$ cat src/rtl/morse_char_dec_if.sv
// morse_char_dec_if: decoded character stream toward the display/UART stage (valid/ready)
interface morse_char_dec_if;
    logic [7:0] char;
    logic       char_valid;
    logic       char_ready;
    logic       err;
    modport master(output char, char_valid, err, input char_ready);
    modport slave(input char, char_valid, err, output char_ready);
endinterface

$ cat src/rtl/morse_char_dec.sv
// morse_char_dec: classifies recorded mark durations as dot/dash and emits one ASCII char per record
// Optional adaptive dot/dash threshold (SCAN state): define MORSE_DEC_ADAPTIVE_EN
module morse_char_dec #(
    parameter int WID      = 32,
    parameter int DASH_MIN = 16
) (
    input  logic               clk,
    input  logic               reset,
    input  logic               m_end,
    input  logic [2:0]         sym_ct,
    input  logic [5*WID-1:0]   value,
    output logic               busy,
    morse_char_dec_if.master   bus
);
`ifdef MORSE_DEC_ADAPTIVE_EN
    typedef enum logic [2:0] {IDLE, SCAN, CLASSIFY, LOOKUP, OUTPUT} state_t;
    localparam state_t FIRST = SCAN;
`else
    typedef enum logic [2:0] {IDLE, CLASSIFY, LOOKUP, OUTPUT} state_t;
    localparam state_t FIRST = CLASSIFY;
`endif
    state_t           state, state_nx;
    logic             m_end_q, rise, bad_ct, last, sticky, err_q, valid_q;
    logic [5*WID-1:0] val_q;
    logic [2:0]       ct_q, idx;
    logic [4:0]       pattern;
    logic [WID-1:0]   dur, thr;
    logic [7:0]       code, char_q;
`ifdef MORSE_DEC_ADAPTIVE_EN
    logic [WID-1:0]   mn, mx;
    logic [WID:0]     sum;
`endif

    // Morse table keyed by {length, pattern}; bit0 is the first mark, dash = 1; 0 means no match
    function automatic logic [7:0] morse(input logic [2:0] n, input logic [4:0] p);
        case ({n, p})
            {3'd1, 5'd0}:  morse = "E";
            {3'd1, 5'd1}:  morse = "T";
            {3'd2, 5'd0}:  morse = "I";
            {3'd2, 5'd2}:  morse = "A";
            {3'd2, 5'd1}:  morse = "N";
            {3'd2, 5'd3}:  morse = "M";
            {3'd3, 5'd0}:  morse = "S";
            {3'd3, 5'd4}:  morse = "U";
            {3'd3, 5'd2}:  morse = "R";
            {3'd3, 5'd6}:  morse = "W";
            {3'd3, 5'd1}:  morse = "D";
            {3'd3, 5'd5}:  morse = "K";
            {3'd3, 5'd3}:  morse = "G";
            {3'd3, 5'd7}:  morse = "O";
            {3'd4, 5'd0}:  morse = "H";
            {3'd4, 5'd8}:  morse = "V";
            {3'd4, 5'd4}:  morse = "F";
            {3'd4, 5'd2}:  morse = "L";
            {3'd4, 5'd6}:  morse = "P";
            {3'd4, 5'd14}: morse = "J";
            {3'd4, 5'd1}:  morse = "B";
            {3'd4, 5'd9}:  morse = "X";
            {3'd4, 5'd5}:  morse = "C";
            {3'd4, 5'd13}: morse = "Y";
            {3'd4, 5'd3}:  morse = "Z";
            {3'd4, 5'd11}: morse = "Q";
            {3'd5, 5'd31}: morse = "0";
            {3'd5, 5'd30}: morse = "1";
            {3'd5, 5'd28}: morse = "2";
            {3'd5, 5'd24}: morse = "3";
            {3'd5, 5'd16}: morse = "4";
            {3'd5, 5'd0}:  morse = "5";
            {3'd5, 5'd1}:  morse = "6";
            {3'd5, 5'd3}:  morse = "7";
            {3'd5, 5'd7}:  morse = "8";
            {3'd5, 5'd15}: morse = "9";
            default:       morse = 8'h00;
        endcase
    endfunction

    // Edge detect, current mark selection, threshold and table lookup
    always_comb begin
        rise   = m_end & ~m_end_q;
        bad_ct = sym_ct == 3'd0 || sym_ct > 3'd5;
        last   = idx == ct_q - 3'd1;
        dur    = val_q[idx*WID +: WID];
        code   = morse(ct_q, pattern);
`ifdef MORSE_DEC_ADAPTIVE_EN
        sum    = {1'b0, mn} + {1'b0, mx};
        thr    = ({1'b0, mx} >= {mn, 1'b0}) ? sum[WID:1] : WID'(DASH_MIN);
`else
        thr    = WID'(DASH_MIN);
`endif
    end

    // State register
    always_ff @(posedge clk or negedge reset) begin
        if (!reset) state <= IDLE;
        else        state <= state_nx;
    end

    // Next-state logic; m_end edges outside IDLE are simply never looked at
    always_comb begin
        state_nx = state;
        case (state)
            IDLE:     if (rise) state_nx = bad_ct ? LOOKUP : FIRST;
`ifdef MORSE_DEC_ADAPTIVE_EN
            SCAN:     if (last) state_nx = CLASSIFY;
`endif
            CLASSIFY: if (last) state_nx = LOOKUP;
            LOOKUP:   state_nx = OUTPUT;
            OUTPUT:   if (valid_q && bus.char_ready) state_nx = IDLE;
            default:  state_nx = IDLE;
        endcase
    end

    // Record capture, min/max scan, per-mark classification and registered result
    always_ff @(posedge clk or negedge reset) begin
        if (!reset) begin
            m_end_q <= 1'b1;
            val_q   <= '0;
            ct_q    <= '0;
            idx     <= '0;
            pattern <= '0;
            sticky  <= 1'b0;
            char_q  <= 8'h00;
            err_q   <= 1'b0;
            valid_q <= 1'b0;
`ifdef MORSE_DEC_ADAPTIVE_EN
            mn      <= '0;
            mx      <= '0;
`endif
        end else begin
            m_end_q <= m_end;
            case (state)
                IDLE: if (rise) begin
                    val_q   <= value;
                    ct_q    <= sym_ct;
                    idx     <= '0;
                    pattern <= '0;
                    sticky  <= bad_ct;
`ifdef MORSE_DEC_ADAPTIVE_EN
                    mn      <= '1;
                    mx      <= '0;
`endif
                end
`ifdef MORSE_DEC_ADAPTIVE_EN
                SCAN: begin
                    if (dur != '0 && dur < mn) mn <= dur;
                    if (dur > mx) mx <= dur;
                    idx <= last ? 3'd0 : idx + 3'd1;
                end
`endif
                CLASSIFY: begin
                    pattern[idx] <= dur >= thr;
                    if (dur == '0) sticky <= 1'b1;
                    idx <= idx + 3'd1;
                end
                LOOKUP: begin
                    char_q  <= (sticky || code == 8'h00) ? 8'h3F : code;
                    err_q   <= sticky || code == 8'h00;
                    valid_q <= 1'b1;
                end
                OUTPUT: if (bus.char_ready) valid_q <= 1'b0;
                default: ;
            endcase
        end
    end

    // Outputs
    always_comb begin
        busy           = state != IDLE;
        bus.char       = char_q;
        bus.char_valid = valid_q;
        bus.err        = err_q;
    end
endmodule

$ cat src/flat_wrapper.sv
// flat-port wrapper written by rule: the top's interface ports become plain ports
module morse_char_dec_flat 
#(
    parameter int WID      = 32,
    parameter int DASH_MIN = 16
)
  (clk, reset, m_end, sym_ct, value, busy, bus_char, bus_char_valid, bus_err, bus_char_ready);
  morse_char_dec_if bus_i ();
  input  logic clk;
  input  logic reset;
  input  logic m_end;
  input  logic [2:0] sym_ct;
  input  logic [5*WID-1:0] value;
  output logic busy;
  output wire logic [$bits(bus_i.char)-1:0] bus_char;
  output wire logic [$bits(bus_i.char_valid)-1:0] bus_char_valid;
  output wire logic [$bits(bus_i.err)-1:0] bus_err;
  input wire logic [$bits(bus_i.char_ready)-1:0] bus_char_ready;
  assign bus_char = bus_i.char;
  assign bus_char_valid = bus_i.char_valid;
  assign bus_err = bus_i.err;
  assign bus_i.char_ready = bus_char_ready;
  morse_char_dec #(.WID(WID), .DASH_MIN(DASH_MIN)) u_core (.clk(clk), .reset(reset), .m_end(m_end), .sym_ct(sym_ct), .value(value), .busy(busy), .bus(bus_i));
endmodule
$ cat config.mk
export PLATFORM = sky130hd
export DESIGN_NAME = morse_char_dec_flat
export DESIGN_NICKNAME = d
export VERILOG_FILES = /design/src/rtl/morse_char_dec_if.sv /design/src/rtl/morse_char_dec.sv /design/src/flat_wrapper.sv
export SDC_FILE = /design/constraint.sdc
export NUM_CORES = 1
export LEC_CHECK = 0
export CORE_MARGIN = 1.5
export CORE_UTILIZATION = 55
export DETAILED_ROUTE_END_ITERATION = 10
export PLACE_DENSITY = 0.93
export SYNTH_ARGS = -nofsm -noshare
export SYNTH_HDL_FRONTEND = slang
export SYNTH_SLANG_ARGS = --single-unit
$ cat constraint.sdc
create_clock -name clk -period 4.1 [get_ports clk]
set_input_delay 0.615 -clock clk [delete_from_list [all_inputs] [get_ports clk]]
set_output_delay 0.615 -clock clk [all_outputs]
set_load 0.01 [all_outputs]
==> flow_results.xml, run 1 <==
<?xml version="1.0" encoding="UTF-8"?>
<metrics>
  <group name="floorplanning">
    <metric name="rows" unit="">44</metric>
    <metric name="die_width" unit="µm">125</metric>
    <metric name="die_h" unit="µm">125</metric>
    <metric name="core_footprint" unit="mm²">0.0146</metric>
    <metric name="design.portCount" unit="">178</metric>
    <metric name="die-area" unit="mm²">0.0157</metric>
    <metric name="start_util" unit="%">56.3</metric>
  </group>
  <group name="place">
    <metric name="placement.setup.worst_slack" unit="ns">1.45</metric>
    <metric name="placed_cells_incl_taps" unit="">979</metric>
    <metric name="number_of_buffer_cells_added_on_primary_ports" unit="">176</metric>
    <metric name="placed_cell_area" unit="mm²">0.0101</metric>
    <metric name="dpl.hpwl" unit="µm">13400</metric>
    <metric name="finalWeightedCongestion" unit="">0.914</metric>
  </group>
  <group name="logic_synthesis">
    <metric name="mappedNetlistArea" unit="mm²">0.00822</metric>
    <metric name="synthFlopType" unit="">sky130_fd_sc_hd__dfrtp_1</metric>
    <metric name="area_share_of_xor_xnor_cells_in_the_synthesized_design" unit="%">0.426</metric>
    <metric name="ys.warnings.count" unit="">0</metric>
    <metric name="register_bit_total_from_synthesis" unit="">184</metric>
    <metric name="synth_compound_gate_area_share" unit="%">7.20</metric>
    <metric name="share_of_synthesized_area_occupied_by_flip_flops_and_latches" unit="%">56.0</metric>
    <metric name="synth_edf_count" unit="">0</metric>
    <metric name="combinational_family_with_the_most_area_after_synthesis" unit="">multiplexers</metric>
    <metric name="synth-async-reset-ratio" unit="%">100</metric>
    <metric name="synthAdderAreaFrac" unit="%">1.07</metric>
    <metric name="postSynthAreaPerCell" unit="µm²">12.6</metric>
    <metric name="yosys.area_share.simple" unit="%">9.99</metric>
    <metric name="synthesis.instances" unit="">652</metric>
    <metric name="syn_nets" unit="">826</metric>
    <metric name="number_of_library_cell_types_mapped_by_synthesis" unit="">60</metric>
    <metric name="muxShareOfSynthArea" unit="%">22.6</metric>
  </group>
  <group name="worst_setup_path">
    <metric name="startpoint" unit="">u_core.state[1]</metric>
    <metric name="rrSetupSlack" unit="ns">1.44</metric>
    <metric name="timing.critical_path.to_type" unit="">flop</metric>
    <metric name="r2r_cells" unit="">9</metric>
    <metric name="critPathKind" unit="">flop to flop</metric>
    <metric name="start_kind" unit="">flop</metric>
    <metric name="worstPathArrival" unit="ns">3.00</metric>
    <metric name="regToRegEndpoint" unit="">u_core.pattern[2]</metric>
    <metric name="cp_max_fo" unit="">34</metric>
    <metric name="critical_path_required" unit="ns">4.44</metric>
    <metric name="launching_point_of_the_worst_reg2reg_path" unit="">u_core.state[1]</metric>
  </group>
  <group name="global_routing">
    <metric name="grt_antenna_before_repair" unit="">0</metric>
    <metric name="vias_in_the_first_global_route" unit="">6324</metric>
    <metric name="global_route.usage.met1" unit="%">31.7</metric>
    <metric name="grt_start_max_net_pins" unit="">136</metric>
    <metric name="global_route.usage.total" unit="%">25.7</metric>
    <metric name="grtUsageMet3" unit="%">6.93</metric>
    <metric name="global_route.overflow_total" unit="">0</metric>
    <metric name="grt_busiest_layer" unit="">met2</metric>
    <metric name="grt_first_pass_wirelength" unit="µm">31700</metric>
    <metric name="grtUsageMet2" unit="%">43.8</metric>
  </group>
  <group name="drt">
    <metric name="vias" unit="">5964</metric>
    <metric name="drt_first_iter_violations" unit="">460</metric>
    <metric name="route.detailed.vias_per_inst" unit="">5.90</metric>
    <metric name="route.detailed.drc" unit="">0</metric>
    <metric name="firstDrtPassIters" unit="">5</metric>
    <metric name="drt_wl_total" unit="µm">19500</metric>
    <metric name="detail-route-antenna-nets" unit="">0</metric>
    <metric name="wl_per_cell" unit="µm">19.2</metric>
  </group>
  <group name="cts">
    <metric name="tritoncts" unit="">done</metric>
    <metric name="cts_resized" unit="">0</metric>
    <metric name="numCtsBuffers" unit="">17</metric>
    <metric name="cts.path.max_buffers" unit="">2</metric>
    <metric name="worst_skew_pair.late_latency" unit="ns">0.43</metric>
    <metric name="path_clk_slew" unit="ns">0.07</metric>
    <metric name="clockRootBuffer" unit="">sky130_fd_sc_hd__clkbuf_16</metric>
    <metric name="number_of_clock_sinks_seen_by_cts" unit="">184</metric>
    <metric name="cts_hold_repair.buffers" unit="">0</metric>
    <metric name="cts.repair_timing.setup_buffer_count" unit="">0</metric>
    <metric name="h-tree-depth" unit="">4</metric>
  </group>
  <group name="layout">
    <metric name="fin_cells" unit="">1011</metric>
    <metric name="final_common_cell" unit="">sky130_fd_sc_hd__dfrtp_1</metric>
    <metric name="areaGrowthSynthToFinish" unit="%">30.2</metric>
    <metric name="antennaDiodeCount" unit="">0</metric>
    <metric name="n_fill_cell" unit="">924</metric>
    <metric name="drive_gt1_share" unit="%">25.0</metric>
    <metric name="fin_util" unit="%">73.4</metric>
    <metric name="mostFrequentLayoutCells" unit="">sky130_fd_sc_hd__dfrtp_1 (183), sky130_fd_sc_hd__clkdlybuf4s50_1 (175), sky130_fd_sc_hd__mux2_2 (164)</metric>
    <metric name="finalInstanceArea" unit="mm²">0.0107</metric>
    <metric name="final_net_count" unit="">988</metric>
  </group>
  <group name="pwr">
    <metric name="fin_total_pwr" unit="mW">7.42</metric>
    <metric name="power_per_cell_area" unit="mW/mm²">694</metric>
    <metric name="peakVddDrop" unit="mV">0.387</metric>
    <metric name="leakage" unit="nW">4.43</metric>
  </group>
  <group name="run_status">
    <metric name="run_status" unit="">completed</metric>
  </group>
  <group name="sta">
    <metric name="hold_viol" unit="">0</metric>
    <metric name="setup_viol" unit="">0</metric>
    <metric name="timing.final.crit_share" unit="%">64.9</metric>
    <metric name="tns" unit="ns">0</metric>
    <metric name="worst_hold_slack" unit="ns">0.269</metric>
    <metric name="finalCriticalPeriod" unit="ns">2.66</metric>
    <metric name="grt_setup_unrepaired" unit="">false</metric>
    <metric name="finClkSkew" unit="ns">0.00942</metric>
    <metric name="fmax" unit="GHz">0.376</metric>
    <metric name="setup_ws" unit="ns">1.44</metric>
    <metric name="finalMaxSlewViolations" unit="">0</metric>
    <metric name="worst_pin_slew" unit="ns">0.905</metric>
    <metric name="relSlewSlack" unit="%">39.7</metric>
  </group>
  <group name="run">
    <metric name="maxCapViolCount" unit="">0</metric>
  </group>
  <group name="worst_hold_path">
    <metric name="worstHoldPathType" unit="">primary input to async pin</metric>
  </group>
</metrics>
[how the worst max path moves through the flow]
stage,to,slack [ns]
after global placement,u_core.pattern[0],1.56
final,u_core.pattern[2],1.44
after CTS,busy,1.47
after floorplan,u_core.ct_q[0],2.05
after global routing,u_core.pattern[2],1.34
after detailed placement,u_core.pattern[2],1.45
[where the power goes]
group	switching (mW)	internal, mW	leakage, nW	total [mW]
registers	0.701	2.71	2.18	3.41
logic	1.06	1.33	1.97	2.39
clock network	0.682	0.944	0.281	1.63
[cell type report]
type / instances / area [µm²] / share of cell area, %
Clock buffer: 21 / 470 / 4.40
Clock inverter: 11 / 123 / 1.15
Inverter: 14 / 52.6 / 0.491
Multi-Input combinational cell: 416 / 3400 / 31.7
Sequential cell: 184 / 4610 / 43.0
Tap cell: 184 / 230 / 2.15
Timing Repair Buffer: 181 / 1830 / 17.1
[state kept, by name, summed over array words and instances (netlist names)]
name and count:
u_core.bus.char 7, u_core.bus.char_valid 1, u_core.bus.err 1, u_core.ct_q 3, u_core.idx 3, u_core.m_end_q 1
u_core.pattern 5, u_core.state 2, u_core.sticky 1, u_core.val_q 160
[worst max-delay path: stages, from the launching register on]
cell                       delay [ns]
sky130_fd_sc_hd__dfrtp_1         0.44
sky130_fd_sc_hd__inv_1           0.13
sky130_fd_sc_hd__ha_1            0.31
sky130_fd_sc_hd__nand3b_1        0.21
sky130_fd_sc_hd__buf_4           0.41
sky130_fd_sc_hd__a21boi_0        0.41
sky130_fd_sc_hd__nor2_1          0.16
sky130_fd_sc_hd__a21oi_1         0.23
sky130_fd_sc_hd__o21ai_0         0.12
sky130_fd_sc_hd__o21ai_0         0.13
[cells in the mapped netlist (all sizes together), types with 2 or more instances]
cell    instances  share of area (%)
o22ai           4               0.30
nor4           29                2.3
nor4b           5               0.61
a21boi          2               0.18
a211oi          3               0.27
nor2           27                1.2
nand4           6               0.46
a31oi          13               0.99
a21o            3               0.27
a22o            2               0.21
and3            3               0.23
o21ai          25                1.5
o21a            2               0.18
and2            4               0.30
clkbuf         27                1.2
ha              7                1.1
nor3           16               0.97
nand3b          3               0.27
buf            11               0.78
nand2b          6               0.46
dfrtp         183                 56
a21oi          14               0.85
nand2          24                1.1
nor3b           3               0.27
or4             4               0.37
nand3          13               0.79
xnor2           4               0.43
o31ai           3               0.27
mux2          164                 22
o211ai          2               0.18
or3             2               0.15
inv            13               0.59
a221oi          2               0.37
nor2b           2               0.15
[logic make-up (layout without fill, tap and decap cells)]
group	Yosys count	in the layout
compound gates	89	89
xor+xnor	4	4
fa+ha+maj	7	7
buf+inv	52	227
flops	184	184
mux	165	165
other cells	1	1
simple gates	150	150
[per-layer routing]
layer	vias up	wire, µm
met5	-	0
met4	0	531
met3	43	1120
met2	225	10000
met1	2968	7780
li1	2728	-
No activity file was read; power rests on OpenSTA's default activity.
==> run 2: changes to the inputs <==
--- a/config.mk
+++ b/config.mk
@@ -6,9 +6,9 @@
 export NUM_CORES = 1
 export LEC_CHECK = 0
 export CORE_MARGIN = 1.5
-export CORE_UTILIZATION = 55
+export CORE_UTILIZATION = 51
 export DETAILED_ROUTE_END_ITERATION = 10
-export PLACE_DENSITY = 0.93
+export PLACE_DENSITY = 0.87
 export SYNTH_ARGS = -nofsm -noshare
 export SYNTH_HDL_FRONTEND = slang
 export SYNTH_SLANG_ARGS = --single-unit
==> constraint.sdc (replaced) <==
create_clock -name clk -period 2.6 [get_ports clk]
set_input_delay 0.39 -clock clk [delete_from_list [all_inputs] [get_ports clk]]
set_output_delay 0.39 -clock clk [all_outputs]
set_load 0.01 [all_outputs]
==> flow_results.xml, run 2 (synthesis gave the netlist of run 1 again) <==
<?xml version="1.0" encoding="UTF-8"?>
<metrics>
  <group name="drt">
    <metric name="firstDrtPassIters" unit="">4</metric>
    <metric name="detail-route-antenna-nets" unit="">0</metric>
    <metric name="route.detailed.vias_per_inst" unit="">5.61</metric>
    <metric name="wl_per_cell" unit="µm">18.2</metric>
    <metric name="route.detailed.drc" unit="">0</metric>
    <metric name="vias" unit="">5955</metric>
    <metric name="drt_first_iter_violations" unit="">499</metric>
    <metric name="drt_wl_total" unit="µm">19300</metric>
  </group>
  <group name="worst_setup_path">
    <metric name="max_stage_delay" unit="ns">0.52</metric>
    <metric name="worstPathArrival" unit="ns">2.74</metric>
    <metric name="r2r_cells" unit="">8</metric>
    <metric name="launching_point_of_the_worst_reg2reg_path" unit="">u_core.state[1]</metric>
    <metric name="critical_path_required" unit="ns">2.94</metric>
    <metric name="timing.critical_path.to_type" unit="">flop</metric>
    <metric name="critical_path_cell_count" unit="">8</metric>
    <metric name="timing.critical_path.cells" unit="">inv_1 &gt; ha_1 &gt; nand3b_1 &gt; a21boi_0 &gt; nor2_1 &gt; nand2_1 &gt; nor3_1 &gt; a211oi_1</metric>
    <metric name="rrSetupSlack" unit="ns">0.20</metric>
    <metric name="start_kind" unit="">flop</metric>
    <metric name="critical_path.slowest_cell" unit="">sky130_fd_sc_hd__a21boi_0</metric>
    <metric name="critPathBufInv" unit="">1</metric>
    <metric name="cp_max_fo" unit="">7</metric>
    <metric name="regToRegEndpoint" unit="">u_core.pattern[0]</metric>
    <metric name="critPathKind" unit="">flop to flop</metric>
    <metric name="dominant_delay_contributor_by_cell_family_on_the_critical_path" unit="">compound AO/OA/AOI/OAI gates</metric>
  </group>
  <group name="sta">
    <metric name="tns" unit="ns">0</metric>
    <metric name="fmax" unit="GHz">0.417</metric>
    <metric name="finClkSkew" unit="ns">0.00845</metric>
    <metric name="grt_setup_unrepaired" unit="">false</metric>
    <metric name="setup_viol" unit="">0</metric>
    <metric name="finalMaxSlewViolations" unit="">0</metric>
    <metric name="worst_pin_slew" unit="ns">0.689</metric>
    <metric name="finalCriticalPeriod" unit="ns">2.40</metric>
    <metric name="relSlewSlack" unit="%">53.7</metric>
    <metric name="hold_viol" unit="">0</metric>
    <metric name="worst_hold_slack" unit="ns">0.420</metric>
    <metric name="timing.final.crit_share" unit="%">92.3</metric>
  </group>
  <group name="global_routing">
    <metric name="vias_in_the_first_global_route" unit="">6250</metric>
    <metric name="grt_antenna_before_repair" unit="">0</metric>
    <metric name="grt_first_pass_wirelength" unit="µm">31800</metric>
    <metric name="global_route.usage.total" unit="%">24.5</metric>
    <metric name="global_route.usage.met1" unit="%">30.6</metric>
    <metric name="grtUsageMet2" unit="%">41.5</metric>
    <metric name="grtUsageMet3" unit="%">6.81</metric>
    <metric name="grt_start_max_net_pins" unit="">59</metric>
    <metric name="grt_busiest_layer" unit="">met2</metric>
    <metric name="global_route.overflow_total" unit="">0</metric>
  </group>
  <group name="cts">
    <metric name="clockRootBuffer" unit="">sky130_fd_sc_hd__clkbuf_16</metric>
    <metric name="number_of_clock_sinks_seen_by_cts" unit="">184</metric>
    <metric name="path_clk_slew" unit="ns">0.07</metric>
    <metric name="worst_skew_pair.late_latency" unit="ns">0.44</metric>
    <metric name="tritoncts" unit="">done</metric>
    <metric name="cts_resized" unit="">0</metric>
    <metric name="h-tree-depth" unit="">4</metric>
    <metric name="cts.path.max_buffers" unit="">2</metric>
    <metric name="cts.repair_timing.setup_buffer_count" unit="">0</metric>
    <metric name="numCtsBuffers" unit="">17</metric>
  </group>
  <group name="run">
    <metric name="maxCapViolCount" unit="">0</metric>
  </group>
  <group name="layout">
    <metric name="largest_reg_flops" unit="">160</metric>
    <metric name="antennaDiodeCount" unit="">0</metric>
    <metric name="final_net_count" unit="">1007</metric>
    <metric name="largest_register" unit="">u_core.val_q</metric>
    <metric name="final_common_cell" unit="">sky130_fd_sc_hd__dfrtp_1</metric>
    <metric name="areaGrowthSynthToFinish" unit="%">32.9</metric>
    <metric name="drive_gt1_share" unit="%">26.6</metric>
    <metric name="fin_util" unit="%">69.0</metric>
    <metric name="mostFrequentLayoutCells" unit="">sky130_fd_sc_hd__dfrtp_1 (183), sky130_fd_sc_hd__clkdlybuf4s50_1 (175), sky130_fd_sc_hd__mux2_2 (164)</metric>
  </group>
  <group name="floorplanning">
    <metric name="rows" unit="">46</metric>
    <metric name="die_h" unit="µm">130</metric>
    <metric name="start_util" unit="%">51.9</metric>
    <metric name="die-area" unit="mm²">0.0169</metric>
    <metric name="die_width" unit="µm">130</metric>
    <metric name="design.portCount" unit="">178</metric>
    <metric name="core_footprint" unit="mm²">0.0158</metric>
  </group>
  <group name="pwr">
    <metric name="leakage" unit="nW">4.54</metric>
    <metric name="power_per_cell_area" unit="mW/mm²">1090</metric>
    <metric name="peakVddDrop" unit="mV">0.605</metric>
  </group>
  <group name="worst_hold_path">
    <metric name="worstHoldPathType" unit="">primary input to flop</metric>
    <metric name="worst_hold_startpoint" unit="">m_end</metric>
    <metric name="holdPathStages" unit="">1</metric>
    <metric name="hold_path_end" unit="">u_core.m_end_q</metric>
  </group>
  <group name="run_status">
    <metric name="run_status" unit="">completed</metric>
  </group>
  <group name="place">
    <metric name="finalWeightedCongestion" unit="">0.853</metric>
    <metric name="dpl.hpwl" unit="µm">13900</metric>
    <metric name="number_of_buffer_cells_added_on_primary_ports" unit="">176</metric>
  </group>
</metrics>
-- run 2: cell count changes in the layout (fill, tap and decap cells not counted), sizes merged --
cell,delta
buf,+18
clkbuf,-3
inv,+3
bufinv,+1
clkinvlp,-1
dlygate4sd3,+1
-- run 2: stage by stage --
step | instances | worst slack [ns] | cell area (µm²) | power (mW)
after floorplan | 652 | 0.549 | 8220 | 7.83
after global placement | 1029 | 0.374 | 10300 | 8.97
after detailed placement | 1029 | 0.335 | 10300 | 9.19
after CTS | 1062 | 0.215 | 10900 | 11.9
after global routing | 1062 | 0.0414 | 10900 | 12.6
final | 1062 | 0.200 | 10900 | 11.9
-- run 2: worst register-to-register path: stages, from the launching register on --
cell and delay, ns:
sky130_fd_sc_hd__dfrtp_1 0.44, sky130_fd_sc_hd__inv_1 0.12, sky130_fd_sc_hd__ha_1 0.28, sky130_fd_sc_hd__nand3b_1 0.31, sky130_fd_sc_hd__a21boi_0 0.52, sky130_fd_sc_hd__nor2_1 0.17, sky130_fd_sc_hd__nand2_1 0.13, sky130_fd_sc_hd__nor3_1 0.06
sky130_fd_sc_hd__a211oi_1 0.27
-- run 2: layer usage --
layer  wire [µm]  part of all wire (%)  up-vias
met5           0                     0        -
met4         427                   2.2        0
met3        1120                   5.8       31
met2        9820                    51      176
met1        7940                    41     2987
li1            -                     -     2761
-- run 2: cell type report --
class | instances | area (µm²)
clock buffers | 18 | 429
clock inverters | 14 | 171
fillers | 1113 | 4910
inverters | 14 | 52.6
multi-input cells | 416 | 3400
flip-flops and latches | 184 | 4610
well taps | 216 | 270
repair buffers | 200 | 2000
-- run 2: where the power goes --
part           switching (mW)  total (mW)  internal (mW)
logic                    1.78        3.99           2.22
clock network            1.14        2.66           1.52
registers               0.934        5.21           4.28
total                    3.85        11.9           8.01
-- run 2: timing repair --
action | CTS | global route
setup endpoints to repair | 0 | 0
endpoints found under the hold margin | 52 | 0
hold buffers | 1 | 0
-- run 2: worst max-delay path by stage --
stage / from / endpoint / slack [ns]
after floorplan: u_core.state[0] / u_core.ct_q[0] / 0.55
after global placement: u_core.idx[0] / u_core.sticky / 0.37
after detailed placement: u_core.idx[0] / u_core.pattern[0] / 0.33
after CTS: u_core.idx[0] / u_core.pattern[0] / 0.21
after global routing: u_core.state[0] / u_core.pattern[0] / 0.04
final: u_core.state[1] / u_core.pattern[0] / 0.20
==> run 3: changes to the inputs <==
--- a/config.mk
+++ b/config.mk
@@ -5,6 +5,7 @@
 export SDC_FILE = /design/constraint.sdc
 export NUM_CORES = 1
 export LEC_CHECK = 0
+export CAP_MARGIN = 40
 export CORE_MARGIN = 1.5
 export CORE_UTILIZATION = 51
 export DETAILED_ROUTE_END_ITERATION = 10
==> results of run 3 <==
Final layout, timing and power as in run 2 (identical DEF).
==> RTL change (config.mk and constraints of run 2) <==
The 4 states of `state_t` get a Gray code encoding in 2 bits.
--- a/src/rtl/morse_char_dec.sv
+++ b/src/rtl/morse_char_dec.sv
@@ -16,7 +16,7 @@
     typedef enum logic [2:0] {IDLE, SCAN, CLASSIFY, LOOKUP, OUTPUT} state_t;
     localparam state_t FIRST = SCAN;
 `else
-    typedef enum logic [2:0] {IDLE, CLASSIFY, LOOKUP, OUTPUT} state_t;
+    typedef enum logic [1:0] {IDLE = 2'b00, CLASSIFY = 2'b01, LOOKUP = 2'b11, OUTPUT = 2'b10} state_t;
     localparam state_t FIRST = CLASSIFY;
 `endif
     state_t           state, state_nx;
Formal check against the unedited RTL: same outputs for any inputs over 10 cycles, from zero or initial values and one cycle with reset low; not proved beyond that.
==> RTL change against run 2 <==
- via count increased by 24%
- wire length up 11%
- hold slack got worse by 0.0090 ns
- power shrank 2.3%
- die area is 0.22% higher
- sequential cell count is the same
- first-iteration DRC count is 15% higher
- area after synthesis up 0.23%
- worst setup slack improved by 0.13 ns
- final area hardly changed
- sequential share of layout area is essentially flat
- largest cell class unchanged
==> RTL change: results <==
set metrics [dict create \
    cts_setup_buffers 0 \
    synth_common_cells "nand2_1 (516), dfrtp_1 (183), clkbuf_1 (49), nor4_1 (31), nor2_1 (29)" \
    cp.arrival_ns 2.56 \
    synth_fp_nets 1165 \
    crit_fanout 8 \
    antenna_cells 0 \
    status "finished clean" \
    finClkSkew_ns 0.0124 \
    track_usage_pct 26.4 \
    worst_ir_drop_vdd_mv 0.564 \
    grt_pass1_vias 7224 \
    grt_pass1_wl_um 34600 \
    antenna_found_initial 0 \
    routed_wl_um 21400 \
    dr.first_iter.drc_count 575 \
    vias 7389 \
    port_buffers 176 \
    async_flop_share_pct 100 \
    drv_slew 0 \
    p_leak_nw 5.27 \
    clockBufferDepth 2 \
    dp_hpwl_um 15300 \
    synth_area_leaders "dfrtp_1 (56%), nand2_1 (24%), nor4_1 (2.4%)" \
    clk_pin_slew_worst_paths_ns 0.07 \
    root_buffer "clkbuf_16" \
    clk_latency_ns 0.43 \
    synth_cell_types 60 \
    ys_seq_area_share_pct 55.9 \
    fillCellCount 1192 \
    largest-register "u_core.val_q" \
    nets 1327 \
    maxSlewHeadroom_pct 64.3 \
    dr.pass1.iters 5 \
    largest_register_ff_count 160 \
    hold_path.class "in -> reg" \
    ys.warnings.count 0 \
    h-tree-depth 4 \
    numCtsBuffers 17 \
    place_congestion 0.888 \
    drive_gt1_share_pct 5.39 \
    synth-main-ff-cell "dfrtp_1" \
    grt_max_degree 64 \
]
-- RTL change: timing repair --
| item | CTS | global route |
|---|---|---|
| hold buffers | 1 | 0 |
| setup endpoints to repair | 0 | 6 |
| resized for setup | 0 | 1 |
| hold endpoints to repair | 51 | 0 |
-- RTL change: per-stage QoR --
stage	instances	area, um^2	utilization [%]	worst slack, ns	hold slack (ns)
2_1_floorplan	996	8240	-	0.518	0.0944
3_3_place_gp	1354	10300	65.3	0.317	0.383
3_5_place_dp	1354	10300	65.3	0.236	0.386
4_1_cts	1384	10900	69.0	0.121	0.394
5_1_grt	1384	10900	69.0	0.121	0.405
6_report	1384	10900	69.0	0.328	0.411
-- RTL change: cells by family after synthesis --
family / Yosys count / synth area share (%)
AOI/OAI and AO/OA: 81 / 6.35
xor gates and xnor gates: 5 / 0.532
adders and majority gates: 2 / 0.304
buffers and inverters: 66 / 3.10
DFF: 184 / 55.9
muxes: 3 / 0.365
other: 1 / 0.0455
and+or+nand+nor: 654 / 33.4
-- RTL change: power by group --
group / total, mW / switching [mW] / internal (mW)
Clock: 2.51 / 1.03 / 1.47
Combinational: 3.94 / 2.21 / 1.73
Sequential: 5.14 / 0.966 / 4.17
-- RTL change: worst max-delay path, cell delays in order (launching register included) --
cell     delay, ns
dfrtp_1       0.60
nor4b_1       0.40
nand4_1       0.21
o21ai_0       0.27
a41oi_1       0.13
nor3_2        0.38
o21ai_0       0.15
-- RTL change: path summary, 6_finish.rpt --
path | from | end | slack [ns] | cells after the start
hold / removal | m_end | u_core.m_end_q$_DFF_PN1_ | 0.41 | 1
setup reg to reg | u_core.idx[0]$_DFFE_PN0P_ | u_core.pattern[0]$_DFFE_PN0P_ | 0.33 | 6
max in group asynchronous | reset | u_core.val_q[127]$_DFFE_PN0P_ | 1.35 | 3
setup / recovery | u_core.idx[0]$_DFFE_PN0P_ | u_core.pattern[0]$_DFFE_PN0P_ | 0.33 | 6
hold reg to reg | u_core.val_q[63]$_DFFE_PN0P_ | u_core.val_q[63]$_DFFE_PN0P_ | 0.47 | 2
min in group asynchronous | reset | u_core.val_q[155]$_DFFE_PN0P_ | 0.49 | 2
-- RTL change: area by class of cell --
type / count / area (um^2) / area share [%]
Inverter: 8 / 30.0 / 0.275
Clock buffer: 21 / 470 / 4.31
Timing Repair Buffer: 201 / 2050 / 18.8
Clock inverter: 8 / 97.6 / 0.894
Tap cell: 216 / 270 / 2.48
Sequential cell: 184 / 4610 / 42.2
Multi-Input combinational cell: 746 / 3390 / 31.1
-- RTL change: routing by layer --
metal	part of all wire, %	wire (um)	up-vias	GRT usage, %
met5	0	0	-	0
li1	-	-	3562	-
met4	3.1	654	0	11.4
met1	43	9110	3522	34.9
met3	5.2	1120	48	5.33
met2	49	10500	257	42.4
